### src/rtl/serial_tx_word.sv
// Word serializer: frames an n-bit word with start/stop bits, LSB first.
// All outputs are registered; reset aborts any frame in flight.
module serial_tx_word #(
    parameter int n          = 4,
    parameter int BIT_CYCLES = 2
) (
    input  logic         clk,
    input  logic         reset,
    input  logic         load,
    input  logic [n-1:0] D,
    output logic         sout,
    output logic         ready,
    output logic         busy,
    output logic         done
);

    localparam int CW = $clog2(BIT_CYCLES + 1);
    localparam int IW = $clog2(n + 1);

    localparam logic [1:0] S_IDLE  = 2'd0;
    localparam logic [1:0] S_START = 2'd1;
    localparam logic [1:0] S_DATA  = 2'd2;
    localparam logic [1:0] S_STOP  = 2'd3;

    localparam logic [CW-1:0] CLAST = CW'(BIT_CYCLES - 1);
    localparam logic [IW-1:0] ILAST = IW'(n - 1);

    logic [1:0]    state, state_n;
    logic [n-1:0]  sh, sh_n;
    logic [CW-1:0] cyc, cyc_n;
    logic [IW-1:0] idx, idx_n;
    logic          sout_n;
    logic          done_n;
    logic          last;

    assign last = (cyc == CLAST);

    always_comb begin
        state_n = state;
        sh_n    = sh;
        cyc_n   = cyc;
        idx_n   = idx;
        done_n  = 1'b0;
        unique case (state)
            S_IDLE: begin
                if (load) begin
                    sh_n    = D;
                    cyc_n   = '0;
                    state_n = S_START;
                end
            end
            S_START: begin
                if (last) begin
                    cyc_n   = '0;
                    idx_n   = '0;
                    state_n = S_DATA;
                end else begin
                    cyc_n = cyc + 1'b1;
                end
            end
            S_DATA: begin
                if (last) begin
                    sh_n  = sh >> 1;
                    cyc_n = '0;
                    if (idx == ILAST) state_n = S_STOP;
                    else              idx_n   = idx + 1'b1;
                end else begin
                    cyc_n = cyc + 1'b1;
                end
            end
            S_STOP: begin
                if (last) begin
                    cyc_n   = '0;
                    done_n  = 1'b1;
                    state_n = S_IDLE;
                end else begin
                    cyc_n = cyc + 1'b1;
                end
            end
            default: state_n = S_IDLE;
        endcase
    end

    // Line level is derived from the next state so sout stays a pure flop.
    always_comb begin
        sout_n = 1'b1;
        unique case (state_n)
            S_START: sout_n = 1'b0;
            S_DATA:  sout_n = sh_n[0];
            default: sout_n = 1'b1;
        endcase
    end

    always_ff @(posedge clk or posedge reset) begin
        if (reset) begin
            state <= S_IDLE;
            sh    <= '0;
            cyc   <= '0;
            idx   <= '0;
            sout  <= 1'b1;
            ready <= 1'b1;
            busy  <= 1'b0;
            done  <= 1'b0;
        end else begin
            state <= state_n;
            sh    <= sh_n;
            cyc   <= cyc_n;
            idx   <= idx_n;
            sout  <= sout_n;
            ready <= (state_n == S_IDLE);
            busy  <= (state_n != S_IDLE);
            done  <= done_n;
        end
    end

endmodule

### config.mk
export PLATFORM = sky130hd
export DESIGN_NAME = serial_tx_word
export DESIGN_NICKNAME = d
export VERILOG_FILES = /design/src/rtl/serial_tx_word.sv
export SDC_FILE = /design/constraint.sdc
export NUM_CORES = 1
export LEC_CHECK = 0
export BUFFER_PORTS_ARGS = -buffer_cell sky130_fd_sc_hd__buf_2
export CORE_MARGIN = 5
export CORE_UTILIZATION = 52
export DETAILED_ROUTE_END_ITERATION = 6
export GPL_ROUTABILITY_DRIVEN = 0
export PLACE_DENSITY = 0.73
export SYNTH_ARGS = -nofsm -noshare
export SYNTH_HDL_FRONTEND = slang
export SYNTH_SLANG_ARGS = --single-unit
export TNS_END_PERCENT = 1
### constraint.sdc
create_clock -name clk -period 2.23 [get_ports clk]
set_input_delay 0.3345 -clock clk [delete_from_list [all_inputs] [get_ports clk]]
set_output_delay 0.3345 -clock clk [all_outputs]
set_load 0.005 [all_outputs]
==> out/qor.csv, run 1 <==
metric,value,unit
clock sinks,15,
Synth area leaders,"dfrtp_1, dfstp_2, o21ai_0",
Worst setup SP type,flip-flop,
FF+latch area,377.9,um2
Num CTS Buffers,3,
gr usage total,14.21,%
Max Cap Viol,0,
syn nets,77,
critical path class,reg2reg,
Static Leak,0.0003874,uW
post-CTS sizing,0,
CTS root buf,clkbuf_4,
clock skew,0.003270,ns
Rows,13,
fmax,0.5871,GHz
IO Pins,11,
P&R area growth vs syn,11.73,%
Mapped Cells,68,
H-tree levels,1,
final instance area,798.3,um2
Die X,47.07,um
Seq cells post-synth,15,
slowest CP cell,dfrtp_1,
Avg WL per Cell,13.36,um
"Slew Viols, Final",0,
Tmin final,1.703,ns
PD cells,1376,mW/mm2
Final ANT Viol Nets,0,
Post-Route WL,1269,um
clock tree buffer depth,2,
n_diodes,0,
cts hold-fix bufs,0,
CP Cell Sequence,ha_1 > ha_1 > and4b_1 > o31ai_2 > nor2_1 > o21ba_1,
Post-synth ARST share,100.0,%
largest area contributor in the synthesized netlist,dfrtp_1,
Starting Density,54.90,%
core outline area,0.001301,mm2
CP Buf/Inv Count,0,
CP max stage delay,0.42,ns
Post-synth EDFFs,0,
# port buffers,10,
layout cells sized above 1,26.25,%
setup_tns,0,ns
post-CTS setup buffers,0,
total gr overflow,0,
slew at the pin closest to its max-slew limit,0.5602,ns
largest net degree at the start of global routing,16,
CTS tree,yes,
worst skew pair latency,0.27,ns
outcome,completed,
drt pass-1 iters,3,
die area,0.002215,mm2
"Cell Area, Synth",714.4,um2
final critical-path share of the clock period,76.38,%
RSZ-0062 raised after global routing,false,
area of the multi-input gates,306.5,um2
final setup fails,0,
FILL cells,120,
Post-DP Area,772.0,um2
"Distinct cells, synth",27,
Yosys warning total,0,
Final Hold Fails,0,
cell with the most instances after synthesis,dfrtp_1,
Post-synth top cells,"dfrtp_1, nand2_1, o21ai_0",
Post-Syn Area per Cell,10.51,um2
Yosys top cell area share,45.53,%
Worst Path Arrival,1.92,ns
worst path required time,2.44,ns
clk slew on worst S/H paths,0.08,ns
Hold WC Path Type,in2async,
cell family contributing the most delay on the critical path,compound AO/OA/AOI/OAI gates,
via count,537,
worst-path fanout max,5,
cell repeated most along the worst path,ha_1,
first-pass GRT wire length,2180,um
worst vdd ir,0.5952,mV
Critical Path End Type,flip-flop,
number of global-route vias before repair,524,
residual DRC count,0,
Post-synth top flop,dfrtp_1,
Starting DRT DRC Count,5,
sequential share of the synthesized area,52.89,%
Final Net Count,90,
DP HPWL,971.2,um
Avg Vias per Cell,5.653,
initial antenna violation count,0,
die height,47.07,um
Worst slew margin,62.62,%
[registers in the layout (all words and copies together), names as in the netlist]
| name | cells |
|---|---|
| sout | 1 |
| ready | 1 |
| sh | 4 |
| state | 2 |
| cyc | 2 |
| done | 1 |
| idx | 3 |
| busy | 1 |
[routing by layer]
metal / vias up / routed length, um / track usage, %
li1: 266 / - / -
met1: 261 / 616 / 17.79
met2: 8 / 576 / 23.04
met3: 2 / 63 / 3.448
met4: 0 / 13 / 6.630
met5: - / 0 / 0
[cell usage in the layout (no fill, tap or decap)]
cell type	count
dfrtp_1	13
xnor2_2	1
and3_1	4
nor3_1	1
nand3b_2	1
nand3_1	1
nor2_2	1
nand2_1	7
dfstp_2	2
inv_2	2
ha_1	2
a21oi_1	2
nor2_1	4
and4b_1	1
o41ai_1	1
or3b_1	1
clkbuf_1	1
nor2b_1	2
o21ai_0	7
buf_2	10
clkbuf_4	3
a22oi_1	1
a221o_1	2
nand3b_1	4
o21ba_1	1
o31ai_2	1
nand4_1	1
inv_1	3
[through the flow]
stage / cells / util (%) / power (uW) / setup slack, ns / hold WS [ns]
finish: 95 / 61.35 / 1099 / 0.5267 / 0.1009
global placement: 91 / 59.33 / 943.5 / 0.5746 / 0.4121
global route: 95 / 61.35 / 1203 / 0.4184 / 0.1302
CTS: 95 / 61.35 / 1110 / 0.5275 / 0.1111
detailed placement: 91 / 59.33 / 961.7 / 0.5473 / 0.4118
floorplan: 68 / - / 849.0 / 0.6446 / 0.2345
[cells by family after synthesis]
family | after synthesis | share of synthesized area, %
xor gates and xnor gates | 1 | 2.277
DFF | 15 | 52.89
buffers and inverters | 7 | 4.203
and+or+nand+nor | 28 | 22.59
AOI/OAI and AO/OA | 15 | 14.54
adders and majority gates | 2 | 3.502
[layout make-up]
type	count	area share, %
Tap cell	15	2.351
Inverter	5	2.351
Sequential cell	15	47.34
Clock buffer	4	3.292
Multi-Input combinational cell	46	38.40
Timing Repair Buffer	10	6.270
[worst register-to-register path: stages, from the launching register on]
cell and delay [ns]:
dfrtp_1 0.42, ha_1 0.21, ha_1 0.23, and4b_1 0.20, o31ai_2 0.31, nor2_1 0.06, o21ba_1 0.22
[path summary, 6_finish.rpt]
path	start	to	slack [ns]	depth (start not counted)
max	idx[0]$_DFFE_PP0P_	sout$_DFF_PP1_	0.53	6
min	reset	done$_DFF_PP0_	0.10	2
max reg2reg	idx[0]$_DFFE_PP0P_	sout$_DFF_PP1_	0.53	6
min reg2reg	sh[2]$_DFFE_PP0P_	sh[1]$_DFFE_PP0P_	0.53	1
max in group asynchronous	reset	ready$_DFF_PP1_	1.76	2
min in group clk	D[3]	sh[3]$_DFFE_PP0P_	0.32	3
[report_power, final]
| group | internal [uW] | total [uW] | switching (uW) |
|---|---|---|---|
| clock network | 69.2 | 145 | 75.7 |
| registers | 396 | 510 | 114 |
| logic | 203 | 443 | 240 |
No activity file was read; power rests on OpenSTA's default activity.
==> run 2, diff against run 1 <==
CORE_UTILIZATION = 47   (was 52)
PLACE_DENSITY = 0.7   (was 0.73)
clock period = 1.4 ns   (was 2.23 ns; I/O delays follow)
==> out/qor.csv, run 2 (same netlist as run 1, synthesis figures left out) <==
metric,value,unit
Final Net Count,99,
worst skew pair latency,0.27,ns
HP Start,D[3],
Starting Density,48.55,%
Worst setup SP type,flip-flop,
residual DRC count,0,
total gr overflow,0,
Max Cap Viol,0,
Final Hold Fails,0,
Reg2Reg Capture Point,sout$_DFF_PP1_,
final setup fails,4,
max reg flops,4,
P&R area growth vs syn,28.20,%
Hold WC Path Type,in2reg,
number of global-route vias before repair,560,
outcome,"finished, violations left",
clock sinks,15,
Tmin final,1.480,ns
die area,0.002400,mm2
worst hold path endpoint,sh[3]$_DFFE_PP0P_,
pre-CTS setup slack,-0.1331,ns
Avg Vias per Cell,5.400,
Final WS setup,-0.07991,ns
Biggest register,sh,
critical path class,reg2reg,
gr usage total,12.46,%
clk slew on worst S/H paths,0.09,ns
clock tree buffer depth,2,
Avg WL per Cell,12.23,um
Die X,48.99,um
"Slew Viols, Final",0,
Worst Path Arrival,1.70,ns
Critical Path End Type,flip-flop,
Starting DRT DRC Count,10,
Final ANT Viol Nets,0,
Static Leak,0.0004481,uW
n_diodes,0,
Num CTS Buffers,3,
Hold Path Stages,3,
clock skew,0.0007803,ns
final instance area,915.9,um2
RSZ-0062 raised after global routing,true,
worst-path fanout max,3,
PD cells,2180,mW/mm2
"commonest non-fill, non-tap cell in the layout",dfrtp_1,
reg2reg setup slack,-0.08,ns
H-tree levels,1,
Post-Route WL,1284,um
Rows,14,
die height,48.99,um
CTS tree,yes,
worst path required time,1.62,ns
final critical-path share of the clock period,105.7,%
CTS root buf,clkbuf_4,
drt pass-1 iters,4,
slew at the pin closest to its max-slew limit,0.5445,ns
worst vdd ir,0.9029,mV
via count,567,
Post-DP Area,840.8,um2
IO Pins,11,
Register-to-Register Path Depth,6,
DP HPWL,980.4,um
RR Startpoint,idx[1]$_DFFE_PP0P_,
layout cells sized above 1,40.45,%
FILL cells,128,
Largest regs,"sh: 4 flops, idx: 3 flops",
first-pass GRT wire length,2421,um
most frequent cells in the layout,"dfrtp_1, buf_2, buf_4, nand2_1",
fmax,0.6757,GHz
Worst slew margin,63.66,%
# port buffers,10,
core outline area,0.001471,mm2
failing checks,setup timing,
initial antenna violation count,0,
largest net degree at the start of global routing,16,
-- run 2: layout make-up --
| cell class | instances | area (um2) | area share (%) |
|---|---|---|---|
| Clock buffer | 3 | 22.52 | 2.459 |
| Clock inverter | 1 | 5.005 | 0.5464 |
| Inverter | 5 | 18.77 | 2.049 |
| Multi-Input combinational cell | 46 | 350.3 | 38.25 |
| Sequential cell | 15 | 379.1 | 41.39 |
| Tap cell | 16 | 20.02 | 2.186 |
| Timing Repair Buffer | 19 | 120.1 | 13.11 |
-- run 2: report_power, final --
group | switching, uW | internal (uW) | leakage, uW
Sequential | 153 | 635 | 0.000182
Combinational | 479 | 492 | 0.000249
Clock | 132 | 106 | 0.0000177
-- run 2: worst max-delay path by stage --
stage / slack, ns / from / to / cells past startpoint
CTS: -0.09 / idx[1]$_DFFE_PP0P_ / busy$_DFF_PP0_ / 7
detailed placement: -0.13 / idx[0]$_DFFE_PP0P_ / busy$_DFF_PP0_ / 7
global route: -0.14 / idx[1]$_DFFE_PP0P_ / busy$_DFF_PP0_ / 7
global placement: -0.12 / idx[0]$_DFFE_PP0P_ / sout$_DFF_PP1_ / 6
finish: -0.08 / idx[1]$_DFFE_PP0P_ / sout$_DFF_PP1_ / 6
floorplan: -0.07 / idx[0]$_DFFE_PP0P_ / sout$_DFF_PP1_ / 6
-- run 2: routing by layer --
layer,vias up,wire length (um),GRT usage (%)
met1,267,653,18.43
met4,0,9,4.036
met5,-,0,0
li1,287,-,-
met2,11,554,17.17
met3,2,66,3.670
-- run 2: repair_timing --
item                                   CTS  global route
pin swaps                                1             1
setup buffers                            1             0
setup endpoints to repair                6             8
hold buffers                             1             0
endpoints found under the hold margin   13             0
gates resized for setup                  3             6
-- run 2: critical path, stage by stage (launching register included) --
cell,delay (ns)
dfrtp_1,0.40
ha_2,0.20
ha_4,0.15
and4b_1,0.19
o31ai_4,0.22
nor2_1,0.06
o21ba_1,0.21
-- run 2: stage by stage --
stage | hold WS (ns) | util (%) | std cells | power [uW] | setup TNS, ns
floorplan | 0.1100 | - | 68 | 1369 | -0.1437
global placement | 0.2908 | 57.14 | 99 | 1648 | -0.3184
detailed placement | 0.2837 | 57.14 | 99 | 1657 | -0.4933
CTS | 0.1764 | 60.80 | 105 | 1957 | -0.2538
global route | 0.1914 | 62.24 | 105 | 2172 | -0.4293
finish | 0.1762 | 62.24 | 105 | 1996 | -0.1736
==> run 3, diff against run 2 <==
ABC_AREA = 1   (was not set)
==> out/qor.csv, run 3 <==
metric,value,unit
outcome,completed,
Synth area leaders,"dfrtp_1, nand2_1, dfstp_2",
power share of the clock group,13.3,%
"Slew Viols, Final",0,
core outline area,0.001489,mm2
most frequent cells in the layout,"nand2_1, dfrtp_1, buf_2, inv_1, nand3_1",
clock tree buffer depth,2,
CTS tree,yes,
sequential share of the synthesized area,52.07,%
Post-synth EDFFs,0,
Tmin final,1.314,ns
IO Pins,11,
Worst slew margin,63.04,%
Avg Vias per Cell,4.919,
Largest regs,"sh: 4 flops, idx: 3 flops",
Starting DRT DRC Count,17,
Worst setup SP type,flip-flop,
Hold WC Path Type,in2reg,
Critical Path End Type,flip-flop,
Seq cells post-synth,15,
n_diodes,0,
Final ANT Viol Nets,0,
final setup fails,0,
max reg flops,4,
via count,546,
Yosys top cell area share,44.83,%
Placed Instances,106,
Num CTS Buffers,3,
# port buffers,10,
clock skew,0.0007896,ns
Post-synth top cells,"nand2_1, dfrtp_1, inv_1",
PD cells,2176,mW/mm2
clk slew on worst S/H paths,0.09,ns
total gr overflow,0,
critical path class,reg2reg,
gr usage total,11.38,%
"commonest non-fill, non-tap cell in the layout",nand2_1,
Post-Syn Area per Cell,9.071,um2
power share of the combinational group,46.1,%
Rows,14,
cell with the most instances after synthesis,nand2_1,
"Cell Area, Synth",725.7,um2
initial antenna violation count,0,
CTS root buf,clkbuf_4,
die height,49.30,um
setup_tns,0,ns
number of global-route vias before repair,496,
H-tree levels,1,
RSZ-0062 raised after global routing,false,
worst path required time,1.58,ns
Max Cap Viol,0,
Post-synth top flop,dfrtp_1,
layout cells sized above 1,35.79,%
fmax,0.7609,GHz
Final Net Count,105,
largest area contributor in the synthesized netlist,dfrtp_1,
worst-path fanout max,3,
Post-synth ARST share,100.0,%
cell internal pwr,1060,uW
Starting Density,48.74,%
Mapped Cells,80,
RR Startpoint,idx[0]$_DFFE_PP0P_,
slew at the pin closest to its max-slew limit,0.5537,ns
P&R area growth vs syn,15.86,%
"Distinct cells, synth",19,
Avg WL per Cell,10.89,um
sw power,769.9,uW
Worst Path Arrival,1.49,ns
CP Launch Point,idx[0]$_DFFE_PP0P_,
Min Hold Slack,0.1285,ns
Final Non-Filler Cells,111,
clock sinks,15,
drt pass-1 iters,4,
Sw Ratio,42.08,%
final critical-path share of the clock period,93.88,%
worst skew pair latency,0.28,ns
Final Hold Fails,0,
Die X,49.30,um
residual DRC count,0,
Biggest register,sh,
Static Leak,0.0004477,uW
post-CTS setup buffers,0,
largest net degree at the start of global routing,16,
worst vdd ir,0.9624,mV
HP Start,D[3],
die area,0.002430,mm2
first-pass GRT wire length,2090,um
Post-Route WL,1209,um
DP HPWL,926.2,um
Yosys warning total,0,
syn nets,89,
Flop pwr share,40.6,%
[run 3: cell types whose count changed after synthesis, moves of 3 or more]
cell      before  now
nand2_4        0    3
nand3_1        1    7
nand3b_1       4    0
nand2_1        7   21
inv_1          3    8
and3_1         4    0
o21ai_0        7    4
[run 3: area by class of cell]
type,count,area (um2)
timing repair buffer,11,60.06
fill,127,648.1
sequential,15,377.9
multi-input combinational,54,314.1
inverter,11,41.29
clock inverter,1,5.005
tap,16,20.02
clock buffer,3,22.52
[run 3: final timing paths]
check,to,slack [ns],depth (start not counted)
hold reg to reg,sh[1]$_DFFE_PP0P_,0.50,2
max in group asynchronous,sout$_DFF_PP1_,0.52,3
hold / removal,sh[3]$_DFFE_PP0P_,0.13,3
min in group asynchronous,sh[1]$_DFFE_PP0P_,0.51,3
setup reg to reg,idx[1]$_DFFE_PP0P_,0.09,6
setup / recovery,idx[1]$_DFFE_PP0P_,0.09,6
[run 3: worst max-delay path: stages, from the launching register on]
cell and delay, ns:
dfrtp_1 0.41, ha_1 0.21, ha_2 0.20, inv_1 0.08, nor2_2 0.05, o21ai_0 0.18, nand2_1 0.07
[run 3: repair_timing]
action | in CTS | in global routing
hold buffers | 1 | 0
endpoints found under the hold margin | 13 | 0
gates resized for setup | 0 | 5
endpoints found under the setup margin | 0 | 3
[run 3: logic make-up after synthesis]
kind of cell | Yosys count | synth area share (%)
buffers and inverters | 11 | 5.690
adder cells (fa/ha/maj) | 2 | 3.448
AO/OA/AOI/OAI | 7 | 5.345
AND/OR/NAND/NOR | 45 | 33.45
flip-flops | 15 | 52.07
[run 3: power by group through the flow]
stage / logic, uW / registers [uW] / clock network [uW]
after floorplan: 659 / 736 / 0
after global placement: 819 / 743 / 0
after detailed placement: 834 / 748 / 0
after CTS: 837 / 741 / 251
after global routing: 962 / 768 / 282
final: 843 / 743 / 243
[run 3: metal layers]
layer	vias to the layer above	part of all wire, %	GRT usage, %
met4	0	2.8	6.726
met1	250	48	16.22
met5	-	0	0
met2	10	44	14.59
met3	4	4.2	3.670
li1	282	-	-
[run 3: stage by stage]
step | setup slack (ns) | instance area [um2] | utilization [%] | power [uW]
after CTS | 0.04458 | 833.3 | 55.97 | 1829
after detailed placement | 0.06214 | 795.8 | 53.45 | 1582
after floorplan | 0.1689 | 725.7 | - | 1395
after global routing | 0.006948 | 840.8 | 56.47 | 2013
final | 0.08572 | 840.8 | 56.47 | 1830
after global placement | 0.1293 | 795.8 | 53.45 | 1562
